<file path="src/rtl/sram_arb_pkg.sv">
// Shared types and constants for the SRAM arbiter.
package sram_arb_pkg;

    // Width of the wait-state counter (supports WAIT_STATES 0..7).
    localparam int WS_W = 3;

    // Requester identifiers.
    localparam logic REQ_CPU = 1'b0;
    localparam logic REQ_DBG = 1'b1;

    // Arbiter/strobe sequencer states.
    typedef enum logic [2:0] {
        S_IDLE   = 3'd0,
        S_RD     = 3'd1,
        S_WSETUP = 3'd2,
        S_WPULSE = 3'd3,
        S_WHOLD  = 3'd4,
        S_ACK    = 3'd5
    } state_t;

endpackage

</file>
<file path="src/rtl/sram_arbiter_if.sv">
// Bundles both requester ports and the SRAM pad signals.
// slave  = the arbiter side, master = requesters plus the pad.
interface sram_arbiter_if #(
    parameter int AW = 8,
    parameter int DW = 16
);
    logic          p_req;
    logic          p_we;
    logic [AW-1:0] p_adr;
    logic [DW-1:0] p_wdata;
    logic [DW-1:0] p_rdata;
    logic          p_ack;

    logic          d_req;
    logic          d_we;
    logic [AW-1:0] d_adr;
    logic [DW-1:0] d_wdata;
    logic [DW-1:0] d_rdata;
    logic          d_ack;

    logic          sram_ce_n;
    logic          sram_oe_n;
    logic          sram_we_n;
    logic [AW-1:0] sram_adr;
    logic [DW-1:0] sram_dout;
    logic          sram_doe;
    logic [DW-1:0] sram_din;

    logic          busy;
    logic          owner;

    modport slave (
        input  p_req, p_we, p_adr, p_wdata,
        output p_rdata, p_ack,
        input  d_req, d_we, d_adr, d_wdata,
        output d_rdata, d_ack,
        output sram_ce_n, sram_oe_n, sram_we_n, sram_adr, sram_dout, sram_doe,
        input  sram_din,
        output busy, owner
    );

    modport master (
        output p_req, p_we, p_adr, p_wdata,
        input  p_rdata, p_ack,
        output d_req, d_we, d_adr, d_wdata,
        input  d_rdata, d_ack,
        input  sram_ce_n, sram_oe_n, sram_we_n, sram_adr, sram_dout, sram_doe,
        output sram_din,
        input  busy, owner
    );

endinterface

</file>
<file path="src/rtl/rr_arb2.sv">
// Two-way round-robin picker: on a tie, grants the requester that was
// not granted last time. Purely combinational.
module rr_arb2
    import sram_arb_pkg::*;
(
    input  logic [1:0] req,
    input  logic       last,
    output logic       gnt_valid,
    output logic       gnt_id
);

    // Debug wins when it is the only requester, or on a tie after a CPU grant.
    always_comb begin
        gnt_valid = |req;
        gnt_id    = REQ_CPU;
        if (req[REQ_DBG] && (!req[REQ_CPU] || (last == REQ_CPU))) begin
            gnt_id = REQ_DBG;
        end
    end

endmodule

</file>
<file path="src/rtl/sram_arbiter.sv">
// Arbitrates the CPU and debug ports onto one asynchronous SRAM and
// sequences ce/oe/we plus the pad drive enable. Every output comes from a
// register whose next value is decoded from the next state, so the pins
// change cleanly on the same edge as the state.
module sram_arbiter
    import sram_arb_pkg::*;
#(
    parameter int AW          = 8,
    parameter int DW          = 16,
    parameter int WAIT_STATES = 0
) (
    input  logic          clk1,
    input  logic          reset,
    sram_arbiter_if.slave bus
);

    localparam logic [WS_W-1:0] WS_LOAD = WS_W'(WAIT_STATES);

    state_t          state_reg, state_next;
    logic [WS_W-1:0] wait_reg, wait_next;
    logic            last_reg;
    logic            owner_reg;
    logic [AW-1:0]   adr_reg;
    logic [DW-1:0]   dout_reg;
    logic            ce_n_reg, oe_n_reg, we_n_reg, doe_reg, busy_reg;
    logic            ce_n_next, oe_n_next, we_n_next, doe_next;
    logic            ack_reg   [2];
    logic [DW-1:0]   rdata_reg [2];

    logic [1:0]      req_vec;
    logic            gnt_valid, gnt_id;
    logic            gnt_we;
    logic [AW-1:0]   gnt_adr;
    logic [DW-1:0]   gnt_wdata;
    logic            grant;
    logic            rd_done;

    // A requester whose ack is high this cycle is not eligible (no double issue).
    assign req_vec[REQ_CPU] = bus.p_req & ~ack_reg[REQ_CPU];
    assign req_vec[REQ_DBG] = bus.d_req & ~ack_reg[REQ_DBG];

    rr_arb2 u_rr (
        .req       (req_vec),
        .last      (last_reg),
        .gnt_valid (gnt_valid),
        .gnt_id    (gnt_id)
    );

    // Select the granted requester's command and decode grant/read-done events.
    always_comb begin
        gnt_we    = (gnt_id == REQ_DBG) ? bus.d_we    : bus.p_we;
        gnt_adr   = (gnt_id == REQ_DBG) ? bus.d_adr   : bus.p_adr;
        gnt_wdata = (gnt_id == REQ_DBG) ? bus.d_wdata : bus.p_wdata;
        grant     = (state_reg == S_IDLE) && gnt_valid;
        rd_done   = (state_reg == S_RD) && (wait_reg == '0);
    end

    // Next-state and wait-counter logic.
    always_comb begin
        state_next = state_reg;
        wait_next  = wait_reg;
        case (state_reg)
            S_IDLE: begin
                if (gnt_valid) begin
                    state_next = gnt_we ? S_WSETUP : S_RD;
                    wait_next  = WS_LOAD;
                end
            end
            S_RD: begin
                if (wait_reg == '0) state_next = S_ACK;
                else                wait_next  = wait_reg - 1'b1;
            end
            S_WSETUP: begin
                state_next = S_WPULSE;
                wait_next  = WS_LOAD;
            end
            S_WPULSE: begin
                if (wait_reg == '0) state_next = S_WHOLD;
                else                wait_next  = wait_reg - 1'b1;
            end
            S_WHOLD:  state_next = S_ACK;
            S_ACK:    state_next = S_IDLE;
            default:  state_next = S_IDLE;
        endcase
    end

    // Strobe values for the state being entered; doe never overlaps RD.
    always_comb begin
        ce_n_next = 1'b1;
        oe_n_next = 1'b1;
        we_n_next = 1'b1;
        doe_next  = 1'b0;
        case (state_next)
            S_RD: begin
                ce_n_next = 1'b0;
                oe_n_next = 1'b0;
            end
            S_WSETUP, S_WHOLD: begin
                ce_n_next = 1'b0;
                doe_next  = 1'b1;
            end
            S_WPULSE: begin
                ce_n_next = 1'b0;
                we_n_next = 1'b0;
                doe_next  = 1'b1;
            end
            default: ;
        endcase
    end

    // State register and wait counter.
    always_ff @(posedge clk1 or negedge reset) begin
        if (!reset) begin
            state_reg <= S_IDLE;
            wait_reg  <= '0;
        end else begin
            state_reg <= state_next;
            wait_reg  <= wait_next;
        end
    end

    // Latch the granted command; these registers also drive the pad address/data.
    always_ff @(posedge clk1 or negedge reset) begin
        if (!reset) begin
            last_reg  <= REQ_DBG;   // makes the first tie go to the CPU
            owner_reg <= REQ_CPU;
            adr_reg   <= '0;
            dout_reg  <= '0;
        end else if (grant) begin
            last_reg  <= gnt_id;
            owner_reg <= gnt_id;
            adr_reg   <= gnt_adr;
            if (gnt_we) dout_reg <= gnt_wdata;
        end
    end

    // Registered strobes, pad enable and busy flag.
    always_ff @(posedge clk1 or negedge reset) begin
        if (!reset) begin
            ce_n_reg <= 1'b1;
            oe_n_reg <= 1'b1;
            we_n_reg <= 1'b1;
            doe_reg  <= 1'b0;
            busy_reg <= 1'b0;
        end else begin
            ce_n_reg <= ce_n_next;
            oe_n_reg <= oe_n_next;
            we_n_reg <= we_n_next;
            doe_reg  <= doe_next;
            busy_reg <= (state_next != S_IDLE);
        end
    end

    // Per-requester ack pulse and read-data capture; only the owner is touched.
    for (genvar gi = 0; gi < 2; gi++) begin : g_req
        always_ff @(posedge clk1 or negedge reset) begin
            if (!reset) begin
                ack_reg[gi]   <= 1'b0;
                rdata_reg[gi] <= '0;
            end else begin
                ack_reg[gi] <= (state_next == S_ACK) && (owner_reg == 1'(gi));
                if (rd_done && (owner_reg == 1'(gi))) begin
                    rdata_reg[gi] <= bus.sram_din;
                end
            end
        end
    end

    assign bus.p_ack     = ack_reg[REQ_CPU];
    assign bus.p_rdata   = rdata_reg[REQ_CPU];
    assign bus.d_ack     = ack_reg[REQ_DBG];
    assign bus.d_rdata   = rdata_reg[REQ_DBG];
    assign bus.sram_ce_n = ce_n_reg;
    assign bus.sram_oe_n = oe_n_reg;
    assign bus.sram_we_n = we_n_reg;
    assign bus.sram_doe  = doe_reg;
    assign bus.sram_adr  = adr_reg;
    assign bus.sram_dout = dout_reg;
    assign bus.busy      = busy_reg;
    assign bus.owner     = owner_reg;

endmodule

</file>
<file path="src/flat_wrapper.sv">
// flat-port wrapper written by rule: the top's interface ports become plain ports
module sram_arbiter_flat import sram_arb_pkg::*;
#(
    parameter int AW          = 8,
    parameter int DW          = 16,
    parameter int WAIT_STATES = 0
)
  (clk1, reset, bus_p_req, bus_p_we, bus_p_adr, bus_p_wdata, bus_p_rdata, bus_p_ack, bus_d_req, bus_d_we, bus_d_adr, bus_d_wdata, bus_d_rdata, bus_d_ack, bus_sram_ce_n, bus_sram_oe_n, bus_sram_we_n, bus_sram_adr, bus_sram_dout, bus_sram_doe, bus_sram_din, bus_busy, bus_owner);
  sram_arbiter_if #(.AW(AW), .DW(DW)) bus_i ();
  input  logic clk1;
  input  logic reset;
  input wire logic [$bits(bus_i.p_req)-1:0] bus_p_req;
  input wire logic [$bits(bus_i.p_we)-1:0] bus_p_we;
  input wire logic [$bits(bus_i.p_adr)-1:0] bus_p_adr;
  input wire logic [$bits(bus_i.p_wdata)-1:0] bus_p_wdata;
  output wire logic [$bits(bus_i.p_rdata)-1:0] bus_p_rdata;
  output wire logic [$bits(bus_i.p_ack)-1:0] bus_p_ack;
  input wire logic [$bits(bus_i.d_req)-1:0] bus_d_req;
  input wire logic [$bits(bus_i.d_we)-1:0] bus_d_we;
  input wire logic [$bits(bus_i.d_adr)-1:0] bus_d_adr;
  input wire logic [$bits(bus_i.d_wdata)-1:0] bus_d_wdata;
  output wire logic [$bits(bus_i.d_rdata)-1:0] bus_d_rdata;
  output wire logic [$bits(bus_i.d_ack)-1:0] bus_d_ack;
  output wire logic [$bits(bus_i.sram_ce_n)-1:0] bus_sram_ce_n;
  output wire logic [$bits(bus_i.sram_oe_n)-1:0] bus_sram_oe_n;
  output wire logic [$bits(bus_i.sram_we_n)-1:0] bus_sram_we_n;
  output wire logic [$bits(bus_i.sram_adr)-1:0] bus_sram_adr;
  output wire logic [$bits(bus_i.sram_dout)-1:0] bus_sram_dout;
  output wire logic [$bits(bus_i.sram_doe)-1:0] bus_sram_doe;
  input wire logic [$bits(bus_i.sram_din)-1:0] bus_sram_din;
  output wire logic [$bits(bus_i.busy)-1:0] bus_busy;
  output wire logic [$bits(bus_i.owner)-1:0] bus_owner;
  assign bus_i.p_req = bus_p_req;
  assign bus_i.p_we = bus_p_we;
  assign bus_i.p_adr = bus_p_adr;
  assign bus_i.p_wdata = bus_p_wdata;
  assign bus_p_rdata = bus_i.p_rdata;
  assign bus_p_ack = bus_i.p_ack;
  assign bus_i.d_req = bus_d_req;
  assign bus_i.d_we = bus_d_we;
  assign bus_i.d_adr = bus_d_adr;
  assign bus_i.d_wdata = bus_d_wdata;
  assign bus_d_rdata = bus_i.d_rdata;
  assign bus_d_ack = bus_i.d_ack;
  assign bus_sram_ce_n = bus_i.sram_ce_n;
  assign bus_sram_oe_n = bus_i.sram_oe_n;
  assign bus_sram_we_n = bus_i.sram_we_n;
  assign bus_sram_adr = bus_i.sram_adr;
  assign bus_sram_dout = bus_i.sram_dout;
  assign bus_sram_doe = bus_i.sram_doe;
  assign bus_i.sram_din = bus_sram_din;
  assign bus_busy = bus_i.busy;
  assign bus_owner = bus_i.owner;
  sram_arbiter #(.AW(AW), .DW(DW), .WAIT_STATES(WAIT_STATES)) u_core (.clk1(clk1), .reset(reset), .bus(bus_i));
endmodule
</file>
<file path="config.mk">
export PLATFORM = sky130hd
export DESIGN_NAME = sram_arbiter_flat
export DESIGN_NICKNAME = d
export VERILOG_FILES = /design/src/rtl/sram_arb_pkg.sv /design/src/rtl/sram_arbiter_if.sv /design/src/rtl/rr_arb2.sv /design/src/rtl/sram_arbiter.sv /design/src/flat_wrapper.sv
export SDC_FILE = /design/constraint.sdc
export NUM_CORES = 1
export LEC_CHECK = 0
export BUFFER_PORTS_ARGS = -buffer_cell sky130_fd_sc_hd__buf_2
export CAP_MARGIN = 20
export CORE_ASPECT_RATIO = 1.75
export CORE_MARGIN = 8
export CORE_UTILIZATION = 47
export CTS_CLUSTER_SIZE = 20
export DETAILED_ROUTE_END_ITERATION = 10
export PLACE_DENSITY = 0.79
export SYNTH_ARGS = -nofsm -noshare
export SYNTH_HDL_FRONTEND = slang
export SYNTH_SLANG_ARGS = --single-unit
</file>
<file path="constraint.sdc">
create_clock -name clk1 -period 2.35 [get_ports clk1]
set_input_delay 0.235 -clock clk1 [delete_from_list [all_inputs] [get_ports clk1]]
set_output_delay 0.235 -clock clk1 [all_outputs]
set_load 0.005 [all_outputs]
</file>
==> impl_metrics.json, run 1 <==
{
  "status": "complete, no violations",
  "syn_to_final_growth_pct": 34.5,
  "p_sw_share_pct": 30.8,
  "report.final.slew_viol_count": 0,
  "ant_nets": 0,
  "hpwlAfterDp_mm": 5.63,
  "timing.hold.ws_ns": 0.154,
  "core_area_um2": 6440,
  "cp_max_fo": 18,
  "fin_crit_sh_pct": 81.9,
  "r2r_setup_slack_ns": 0.42,
  "grt_max_degree": 49,
  "synth_top_flop_cell": "dfrtp_1",
  "die_h_um": 124,
  "fin_setup_tns_ns": 0,
  "yosys_warnings": 0,
  "vias": 2268,
  "place.port_buffers": 133,
  "crit_cells": 5,
  "cts_setup_buffers": 0,
  "finalSetupViolCount": 0,
  "fmax_mhz": 519,
  "synth.top_cells.by_area": "dfrtp_1 54%, mux2_2 21%, mux2_4 3.9%",
  "syn_nets": 293,
  "die_area_um2": 9560,
  "cp.buffers_inverters": 1,
  "n_antenna_cell": 0,
  "slowest_delay_ns": 0.47,
  "final_nets": 436,
  "multi_input_area_um2": 1240,
  "p_leak_nw": 2.06,
  "place_congestion": 0.785,
  "crit_slowest_cell": "a2111o_1",
  "p_int_w": 0.00385,
  "fill_cells": 527,
  "numCtsBuffers": 9,
  "yosysSeqAreaShare_pct": 57.4,
  "worstSetupStartpoint": "u_core.bus.p_ack",
  "grt-ovfl-total": 0,
  "required_ns": 2.55,
  "clkTransAtPathRegs_ns": 0.05,
  "wire_per_inst_um": 16.2,
  "pwr-share-comb_pct": 39.2,
  "endpoint_kind": "flip-flop",
  "tightest_slew_ns": 0.564,
  "initial_core_util_pct": 48.2,
  "antenna_found_initial": 0,
  "finalHoldViolations": 0,
  "hp-class": "input port to flip-flop",
  "synthCells": 221,
  "clk_latency_ns": 0.32,
  "drtPass1Iterations": 4,
  "finalClockSkew_ns": 0.00418,
  "crit_family": "compound AO/OA/AOI/OAI gates",
  "p_clk_share_pct": 22.0,
  "rsz0062_at_grt": "no",
  "min_period_ns": 1.93,
  "p_per_area_nw_per_um2": 1330,
  "pin_count": 134,
  "drc": 0,
  "crit_type": "flip-flop to flip-flop",
  "drive_gt1_share_pct": 61.8,
  "drtIter0Drc": 81,
  "synth_cell_types": 35,
  "vdd_ir_drop_max_mv": 0.816,
  "vias_per_cell": 5.03,
  "grtUsageTotal_pct": 15.9,
  "rows": 39,
  "grt_pass1_vias": 2549,
  "grt_pass1_wl_mm": 12.0,
  "cp-start-kind": "flip-flop",
  "cp_data_arrival_time_ns": 2.13,
  "r2r-start": "u_core.bus.p_ack",
  "dieWidth_um": 77.4,
  "synth_top_area_cell": "dfrtp_1",
  "seq_area_um2": 1780,
  "slew_headroom_pct": 62.4,
  "yosysTopAreaCellShare_pct": 54.0,
  "synth_edf_count": 0,
  "clock_sinks": 71,
  "worst-r2r-cell-count": 5,
  "seqPwrFrac_pct": 38.8,
  "cts_root_buf": "clkbuf_16",
  "cap_viol_max_count": 0,
  "worstReg2RegEnd": "u_core.bus.sram_dout[15]",
  "p_sw_w": 0.00172,
  "crit_end": "u_core.bus.sram_dout[15]",
  "syn_area_um2": 3100,
  "worstPathCellList": "nand2b_4 > a2111o_1 > a21oi_4 > buf_4 > mux2_2",
  "async_flop_share_pct": 100,
  "htreeDepth": 3,
  "cts_tree": "yes",
  "cts_buffer_depth": 2,
  "wl_mm": 7.31,
  "synth-seq-cells": 71,
  "syn_avg_cell_area_um2": 14.0
}
## cells by family after synthesis
| family | synth area share [%] |
|---|---|
| compound gates | 5.44 |
| fa+ha+maj | 0.806 |
| buf+inv | 2.58 |
| flops | 57.4 |
| mux | 27.1 |
| simple gates | 6.65 |
## per-layer routing
layer / global-route usage [%] / routed length (um)
met1: 14.7 / 2630
met2: 28.2 / 3770
met3: 8.95 / 800
met4: 6.41 / 104
met5: 0 / 0
## final cells by class
| cell class | count | share of cell area (%) |
|---|---|---|
| multi-input cells | 136 | 29.8 |
| clock inverters | 1 | 0.120 |
| inverters | 4 | 0.360 |
| flip-flops and latches | 71 | 42.7 |
| well taps | 82 | 2.46 |
| clock buffers | 15 | 6.41 |
| repair buffers | 142 | 18.2 |
## metrics by stage
stage | cells | util [%] | total power, W | worst slack (ns) | area [um^2]
4_1_cts | 451 | 64.8 | 0.00567 | 0.421 | 4180
3_5_place_dp | 434 | 60.4 | 0.00441 | 0.423 | 3890
2_1_floorplan | 221 | - | 0.00345 | 0.469 | 3100
6_report | 451 | 64.8 | 0.00556 | 0.425 | 4180
5_1_grt | 451 | 64.8 | 0.00597 | 0.357 | 4180
3_3_place_gp | 434 | 60.4 | 0.00431 | 0.513 | 3890
## what timing repair did
item | in CTS | in global routing
hold buffers | 1 | 0
resized for setup | 0 | 0
setup endpoints to repair | 0 | 0
endpoints found under the hold margin | 22 | 0
## cell usage after synthesis (all sizes together), types with 2 or more instances
cell type	n
dfrtp	67
mux2	65
nand2	15
o21ai	14
buf	8
mux2i	8
dfstp	4
nor2	4
inv	3
nand3	3
nand3b	3
a21oi	2
a31o	2
clkbuf	2
ha	2
nand2b	2
nand4	2
nor3	2
o21a	2
## power groups by stage
stage | clock, W | combinational (W) | sequential [W]
after floorplan | 0 | 0.00125 | 0.00220
after global placement | 0 | 0.00216 | 0.00215
after detailed placement | 0 | 0.00223 | 0.00218
after CTS | 0.00126 | 0.00224 | 0.00217
after global routing | 0.00132 | 0.00241 | 0.00224
final | 0.00122 | 0.00218 | 0.00216
## cells in the final DEF, fill, tap and decap left out, drive strengths merged, types with 3 or more instances in the layout
cell type  Yosys  routed
nand3b         3       3
mux2i          8       8
nor2           4       4
dfstp          4       4
clkbuf         2      15
inv            3       3
nand3          3       3
nand2         15      15
o21ai         14      14
dfrtp         67      67
mux2          65      65
buf            8     141
## worst min-delay path by stage
stage / from / endpoint / slack [ns] / cells after the start
floorplan: reset / u_core.bus.busy / -0.06 / 0
finish: bus_sram_din[4] / u_core.bus.d_rdata[4] / 0.15 / 2
global route: bus_sram_din[0] / u_core.bus.p_rdata[0] / 0.15 / 2
detailed placement: reset / u_core.bus.d_rdata[0] / 0.25 / 1
CTS: bus_sram_din[4] / u_core.bus.d_rdata[4] / 0.14 / 2
global placement: reset / u_core.bus.d_rdata[0] / 0.25 / 1
(Power assumes the default switching activity.)
==> inputs of run 2 (changes only) <==
--- a/config.mk
+++ b/config.mk
@@ -5,14 +5,15 @@
 export SDC_FILE = /design/constraint.sdc
 export NUM_CORES = 1
 export LEC_CHECK = 0
+export ABC_AREA = 1
 export BUFFER_PORTS_ARGS = -buffer_cell sky130_fd_sc_hd__buf_2
 export CAP_MARGIN = 20
 export CORE_ASPECT_RATIO = 1.75
 export CORE_MARGIN = 8
-export CORE_UTILIZATION = 47
+export CORE_UTILIZATION = 48
 export CTS_CLUSTER_SIZE = 20
 export DETAILED_ROUTE_END_ITERATION = 10
-export PLACE_DENSITY = 0.79
+export PLACE_DENSITY = 0.8
 export SYNTH_ARGS = -nofsm -noshare
 export SYNTH_HDL_FRONTEND = slang
 export SYNTH_SLANG_ARGS = --single-unit
==> constraint.sdc (replaced) <==
create_clock -name clk1 -period 1.8 [get_ports clk1]
set_input_delay 0.18 -clock clk1 [delete_from_list [all_inputs] [get_ports clk1]]
set_output_delay 0.18 -clock clk1 [all_outputs]
set_load 0.005 [all_outputs]
==> run 2 against run 1 <==
Effect of this change:
- largest cell class unchanged
- sequential cell count unchanged
- highest routed layer unchanged
- worst hold slack worse by 0.050 ns
- non-clock buffer count is 2 lower
- synthesized area increased by 2.7%
- largest power group unchanged
- via count grew 18%
- sequential power is 30% higher
==> impl_metrics.json, run 2 <==
{
  "clkTransAtPathRegs_ns": 0.05,
  "pwr-share-comb_pct": 41.1,
  "p_leak_nw": 2.24,
  "cts_setup_buffers": 0,
  "synth.top_cells.by_area": "dfrtp_1 53%, nand2_1 8.7%, nor2_1 5.4%",
  "vias_per_cell": 4.85,
  "syn_nets": 402,
  "grt_pass1_vias": 2778,
  "rsz0062_at_grt": "no",
  "status": "complete, no violations",
  "pin_count": 134,
  "tightest_slew_ns": 0.445,
  "slew_headroom_pct": 70.3,
  "r2r-start": "u_core.last_reg",
  "yosysTopAreaCellShare_pct": 52.6,
  "min_to": "u_core.bus.sram_adr[4]",
  "grtUsageTotal_pct": 16.1,
  "drtPass1Iterations": 4,
  "yosysSeqAreaShare_pct": 55.9,
  "fin_setup_tns_ns": 0,
  "cts_buffer_depth": 2,
  "core_area_um2": 6490,
  "numCtsBuffers": 9,
  "synthCells": 330,
  "wl_mm": 7.48,
  "worstSetupStartpoint": "u_core.last_reg",
  "hpwlAfterDp_mm": 5.86,
  "final_common_cell": "buf_2",
  "grt-ovfl-total": 0,
  "hold_depth": 3,
  "yosys_warnings": 0,
  "rows": 39,
  "grt_max_degree": 72,
  "htreeDepth": 3,
  "r2r_setup_slack_ns": 0.24,
  "n_antenna_cell": 0,
  "fmax_mhz": 641,
  "p_per_area_nw_per_um2": 1780,
  "clock_sinks": 71,
  "p_sw_share_pct": 36.4,
  "synth-seq-cells": 71,
  "p_sw_w": 0.00271,
  "synth_common_cells": "74 x nand2_1, 67 x dfrtp_1, 46 x nor2_1",
  "cts_root_buf": "clkbuf_16",
  "cp-start-kind": "flip-flop",
  "worstReg2RegEnd": "u_core.bus.sram_dout[1]",
  "clk_latency_ns": 0.32,
  "grt_pass1_wl_mm": 12.5,
  "synth_top_area_cell": "dfrtp_1",
  "syn_area_um2": 3190,
  "syn_to_final_growth_pct": 31.5,
  "vdd_ir_drop_max_mv": 0.879,
  "finalHoldViolations": 0,
  "synth_edf_count": 0,
  "dieWidth_um": 77.6,
  "timing.hold.ws_ns": 0.104,
  "place_congestion": 0.801,
  "fin_crit_sh_pct": 86.7,
  "drtIter0Drc": 93,
  "ant_nets": 0,
  "hold_start": "bus_d_adr[4]",
  "vias": 2683,
  "antenna_found_initial": 0,
  "final_nets": 538,
  "finalClockSkew_ns": 0.00802,
  "report.final.slew_viol_count": 0,
  "p_clk_share_pct": 21.2,
  "required_ns": 2.03,
  "cap_viol_max_count": 0,
  "cts_tree": "yes",
  "synth.most_common_cell": "nand2_1",
  "syn_avg_cell_area_um2": 9.66,
  "synth_cell_types": 26,
  "wire_per_inst_um": 13.5,
  "finalWorstSetupSlack_ns": 0.239,
  "crit_type": "flip-flop to flip-flop",
  "min_period_ns": 1.56,
  "cp_data_arrival_time_ns": 1.79,
  "cp_max_fo": 24,
  "seqPwrFrac_pct": 37.7,
  "layout_common_cells": "133 x buf_2, 74 x nand2_1, 67 x dfrtp_1",
  "async_flop_share_pct": 100,
  "finalSetupViolCount": 0,
  "drive_gt1_share_pct": 43.5,
  "drc": 0,
  "die_area_um2": 9610,
  "die_h_um": 124,
  "initial_core_util_pct": 49.1,
  "place_ws_ns": 0.203,
  "p_int_w": 0.00474,
  "place.port_buffers": 133,
  "endpoint_kind": "flip-flop",
  "synth_top_flop_cell": "dfrtp_1",
  "worst-r2r-cell-count": 7,
  "hp-class": "input port to flip-flop"
}
-- run 2: cell count changes after synthesis, moves of 8 or more --
cell | previous run | this run
nand2_1 | 15 | 74
mux2_2 | 57 | 0
nor2_1 | 4 | 46
inv_1 | 3 | 27
o21ai_2 | 0 | 13
o31ai_2 | 0 | 13
o21ai_1 | 0 | 11
mux2_4 | 8 | 0
mux2i_1 | 8 | 0
-- run 2: cells by family after synthesis --
kind of cell	Yosys count	share of synthesized area, %
simple gates	146	20.3
flops	71	55.9
compound gates	65	15.8
fa+ha+maj	2	0.784
buf+inv	46	7.26
-- run 2: cell type report --
class / instances / area, um^2
clock buffer: 15 / 268
clock inverter: 1 / 5.00
inverter: 31 / 116
sequential: 71 / 1780
timing repair buffer: 140 / 746
fill: 519 / 2290
tap: 82 / 103
multi-input combinational: 213 / 1180
-- run 2: power by group through the flow --
stage	clock (W)	sequential (W)	combinational [W]
after floorplan	0	0.00289	0.00189
after global placement	0	0.00282	0.00303
after detailed placement	0	0.00283	0.00313
after CTS	0.00163	0.00282	0.00314
after global routing	0.00170	0.00291	0.00350
final	0.00158	0.00281	0.00306
-- run 2: metrics by stage --
step,std cells,power (W),util [%],area (um^2)
3_5_place_dp,536,0.00596,60.3,3910
2_1_floorplan,330,0.00478,-,3190
6_report,553,0.00746,64.6,4200
3_3_place_gp,536,0.00585,60.3,3910
4_1_cts,553,0.00758,64.6,4200
5_1_grt,553,0.00811,64.6,4200
-- run 2: per-layer routing --
metal  GRT usage, %  routed length (um)  up-vias
met5              0                   0        -
met4           5.70                 106        0
met3           8.24                 713        9
met2           27.1                3700      111
met1           16.8                2960     1228
li1               -                   -     1335
-- run 2: worst max-delay path by stage --
stage	to	depth (start not counted)	slack (ns)
2_1_floorplan	u_core.bus.p_ack	11	0.37
3_3_place_gp	u_core.bus.sram_dout[1]	7	0.27
3_5_place_dp	u_core.bus.sram_dout[15]	7	0.20
4_1_cts	u_core.bus.sram_dout[14]	7	0.22
5_1_grt	u_core.bus.sram_doe	12	0.1
6_report	u_core.bus.sram_dout[1]	7	0.24
-- run 2: repair_timing --
item / CTS / global route
resized for setup: 0 / 0
hold endpoints to repair: 67 / 0
hold buffers: 1 / 0
-- run 2: worst max-delay path: stages (launching register included) --
cell and delay, ns:
dfstp_2 0.52, nand3_1 0.13, nand2_4 0.17, nand2_2 0.08
nand2_2 0.07, nand2_4 0.11, buf_12 0.19, o31ai_1 0.18
==> inputs of run 3 (changes only) <==
==> constraint.sdc (replaced) <==
create_clock -name clk1 -period 1.8 [get_ports clk1]
set_input_delay 0.36 -clock clk1 [delete_from_list [all_inputs] [get_ports clk1]]
set_output_delay 0.36 -clock clk1 [all_outputs]
set_load 0.005 [all_outputs]
==> run 3 against run 2 <==
Effect of this change:
- combinational power barely moved
- via count is 1.3% higher
- global-route usage rose by 0.15 points
- count of clock-buffer cells in the layout down 1
- clock skew is 0.00077 ns lower
- cell count down 0.18%
- first-iteration DRC count fell by 34%
- sequential cell count unchanged
- worst hold slack got worse by 0.039 ns
- setup slack worse by 0.013 ns
- sequential power hardly changed
==> impl_metrics.json, run 3 (same netlist as run 2, synthesis figures left out) <==
{
  "finalWorstSetupSlack_ns": 0.227,
  "grt-ovfl-total": 0,
  "p_per_area_nw_per_um2": 1790,
  "numCtsBuffers": 9,
  "report.final.slew_viol_count": 0,
  "fin_setup_tns_ns": 0,
  "grt_max_degree": 72,
  "dieWidth_um": 77.6,
  "slew_headroom_pct": 72.4,
  "place.port_buffers": 133,
  "cp-start-kind": "flip-flop",
  "cts_resized": 0,
  "wire_per_inst_um": 13.9,
  "die_h_um": 124,
  "crit_end": "u_core.bus.d_ack",
  "fill_cells": 553,
  "finalSetupViolCount": 0,
  "worstSetupStartpoint": "u_core.wait_reg[0]",
  "final_common_cell": "buf_2",
  "fin_crit_sh_pct": 87.4,
  "p_sw_share_pct": 36.5,
  "cts_setup_buffers": 0,
  "syn_to_final_growth_pct": 31.7,
  "pin_count": 134,
  "grtUsageTotal_pct": 16.2,
  "clock_sinks": 71,
  "cap_viol_max_count": 0,
  "initial_core_util_pct": 49.1,
  "place_ws_ns": 0.211,
  "crit_slowest_cell": "dfrtp_1",
  "drc": 0,
  "ant_nets": 0,
  "status": "complete, no violations",
  "antenna_found_initial": 0,
  "place_congestion": 0.765,
  "crit_cells": 11,
  "finalHoldViolations": 0,
  "endpoint_kind": "flip-flop",
  "rows": 39,
  "cts_root_buf": "clkbuf_16",
  "finalPower_w": 0.00754,
  "required_ns": 2.00,
  "p_clk_share_pct": 21.8,
  "p_sw_w": 0.00275,
  "final_nets": 537,
  "cp_data_arrival_time_ns": 1.78,
  "cp.buffers_inverters": 3,
  "min_period_ns": 1.57,
  "final_area_um2": 4200,
  "crit_type": "flip-flop to flip-flop",
  "cts_buffer_depth": 2,
  "crit_family": "simple AND/OR/NAND/NOR gates",
  "drtPass1Iterations": 4,
  "htreeDepth": 3,
  "worst-r2r-cell-count": 11,
  "ctsHoldBuffers": 0,
  "grt_pass1_wl_mm": 12.6,
  "drtIter0Drc": 61,
  "rsz0062_at_grt": "no",
  "cp_max_fo": 4,
  "r2r-start": "u_core.wait_reg[0]",
  "tightest_slew_ns": 0.414,
  "worstReg2RegEnd": "u_core.bus.d_ack",
  "drive_gt1_share_pct": 44.0,
  "hp-class": "input port to asynchronous set/reset pin",
  "vdd_ir_drop_max_mv": 0.926,
  "dpl.cell_count": 536,
  "seqPwrFrac_pct": 37.4,
  "cts_tree": "yes",
  "finalClockSkew_ns": 0.00724,
  "layout_common_cells": "133 x buf_2, 74 x nand2_1, 67 x dfrtp_1",
  "die_area_um2": 9610,
  "pwr-share-comb_pct": 40.8,
  "hpwlAfterDp_mm": 5.97,
  "core_area_um2": 6490,
  "worstPathCellList": "inv_1 > ha_1 > inv_1 > nor2_4 > nand2_2 > nand2_4 > inv_2 > nor2_4 > nand2_4 > o21ai_2 > nor2_1",
  "vias_per_cell": 4.92,
  "wl_mm": 7.67,
  "p_leak_nw": 2.24,
  "r2r_setup_slack_ns": 0.23,
  "layoutNonFillerInstCount": 552,
  "vias": 2718,
  "place_area_um2": 3910,
  "clkTransAtPathRegs_ns": 0.05,
  "n_antenna_cell": 0,
  "clk_latency_ns": 0.32,
  "grt_pass1_vias": 2799,
  "p_int_w": 0.00478,
  "fmax_mhz": 636,
  "slowest_delay_ns": 0.35
}
==> run 3: changes by cell type in the layout (fill, tap and decap cells not counted) <==
cell / delta
clkinv_2: -1
dlygate4sd3_1: -1
clkinvlp_4: +2
clkbuf_1: -2
clkbuf_8: +1
==> run 3: final cells by class <==
type / count / area, um^2 / share of cell area (%)
clock inverter: 2 / 15.0 / 0.357
timing repair buffer: 139 / 736 / 17.5
sequential: 71 / 1780 / 42.4
clock buffer: 14 / 274 / 6.52
inverter: 31 / 116 / 2.77
tap: 82 / 103 / 2.44
multi-input combinational: 213 / 1180 / 28.0
==> run 3: worst min-delay path by stage <==
| stage | from | endpoint | slack, ns |
|---|---|---|---|
| 2_1_floorplan | reset | u_core.bus.busy | 0.06 |
| 3_3_place_gp | reset | u_core.bus.d_rdata[10] | 0.41 |
| 3_5_place_dp | reset | u_core.bus.p_rdata[7] | 0.41 |
| 4_1_cts | reset | u_core.bus.d_rdata[11] | 0.07 |
| 5_1_grt | reset | u_core.bus.d_rdata[4] | 0.09 |
| 6_report | reset | u_core.bus.d_rdata[7] | 0.06 |
==> run 3: through the flow <==
step / hold WS, ns / util [%]
after floorplan: 0.0644 / -
after global placement: 0.410 / 60.3
after CTS: 0.0670 / 64.7
after detailed placement: 0.412 / 60.3
final: 0.0646 / 64.7
after global routing: 0.0897 / 64.7
==> run 3: power by group through the flow <==
stage	Clock [W]	Combinational (W)	Sequential [W]
2_1_floorplan	0	0.00189	0.00289
3_3_place_gp	0	0.00302	0.00282
3_5_place_dp	0	0.00315	0.00283
4_1_cts	0.00169	0.00316	0.00282
5_1_grt	0.00176	0.00350	0.00290
6_report	0.00164	0.00308	0.00282
==> run 3: layer usage <==
layer	GRT usage [%]	vias to the layer above	routed length, um
met2	27.2	118	3710
met1	17.1	1255	3120
li1	-	1333	-
met5	0	-	0
met4	6.89	0	136
met3	7.59	12	702
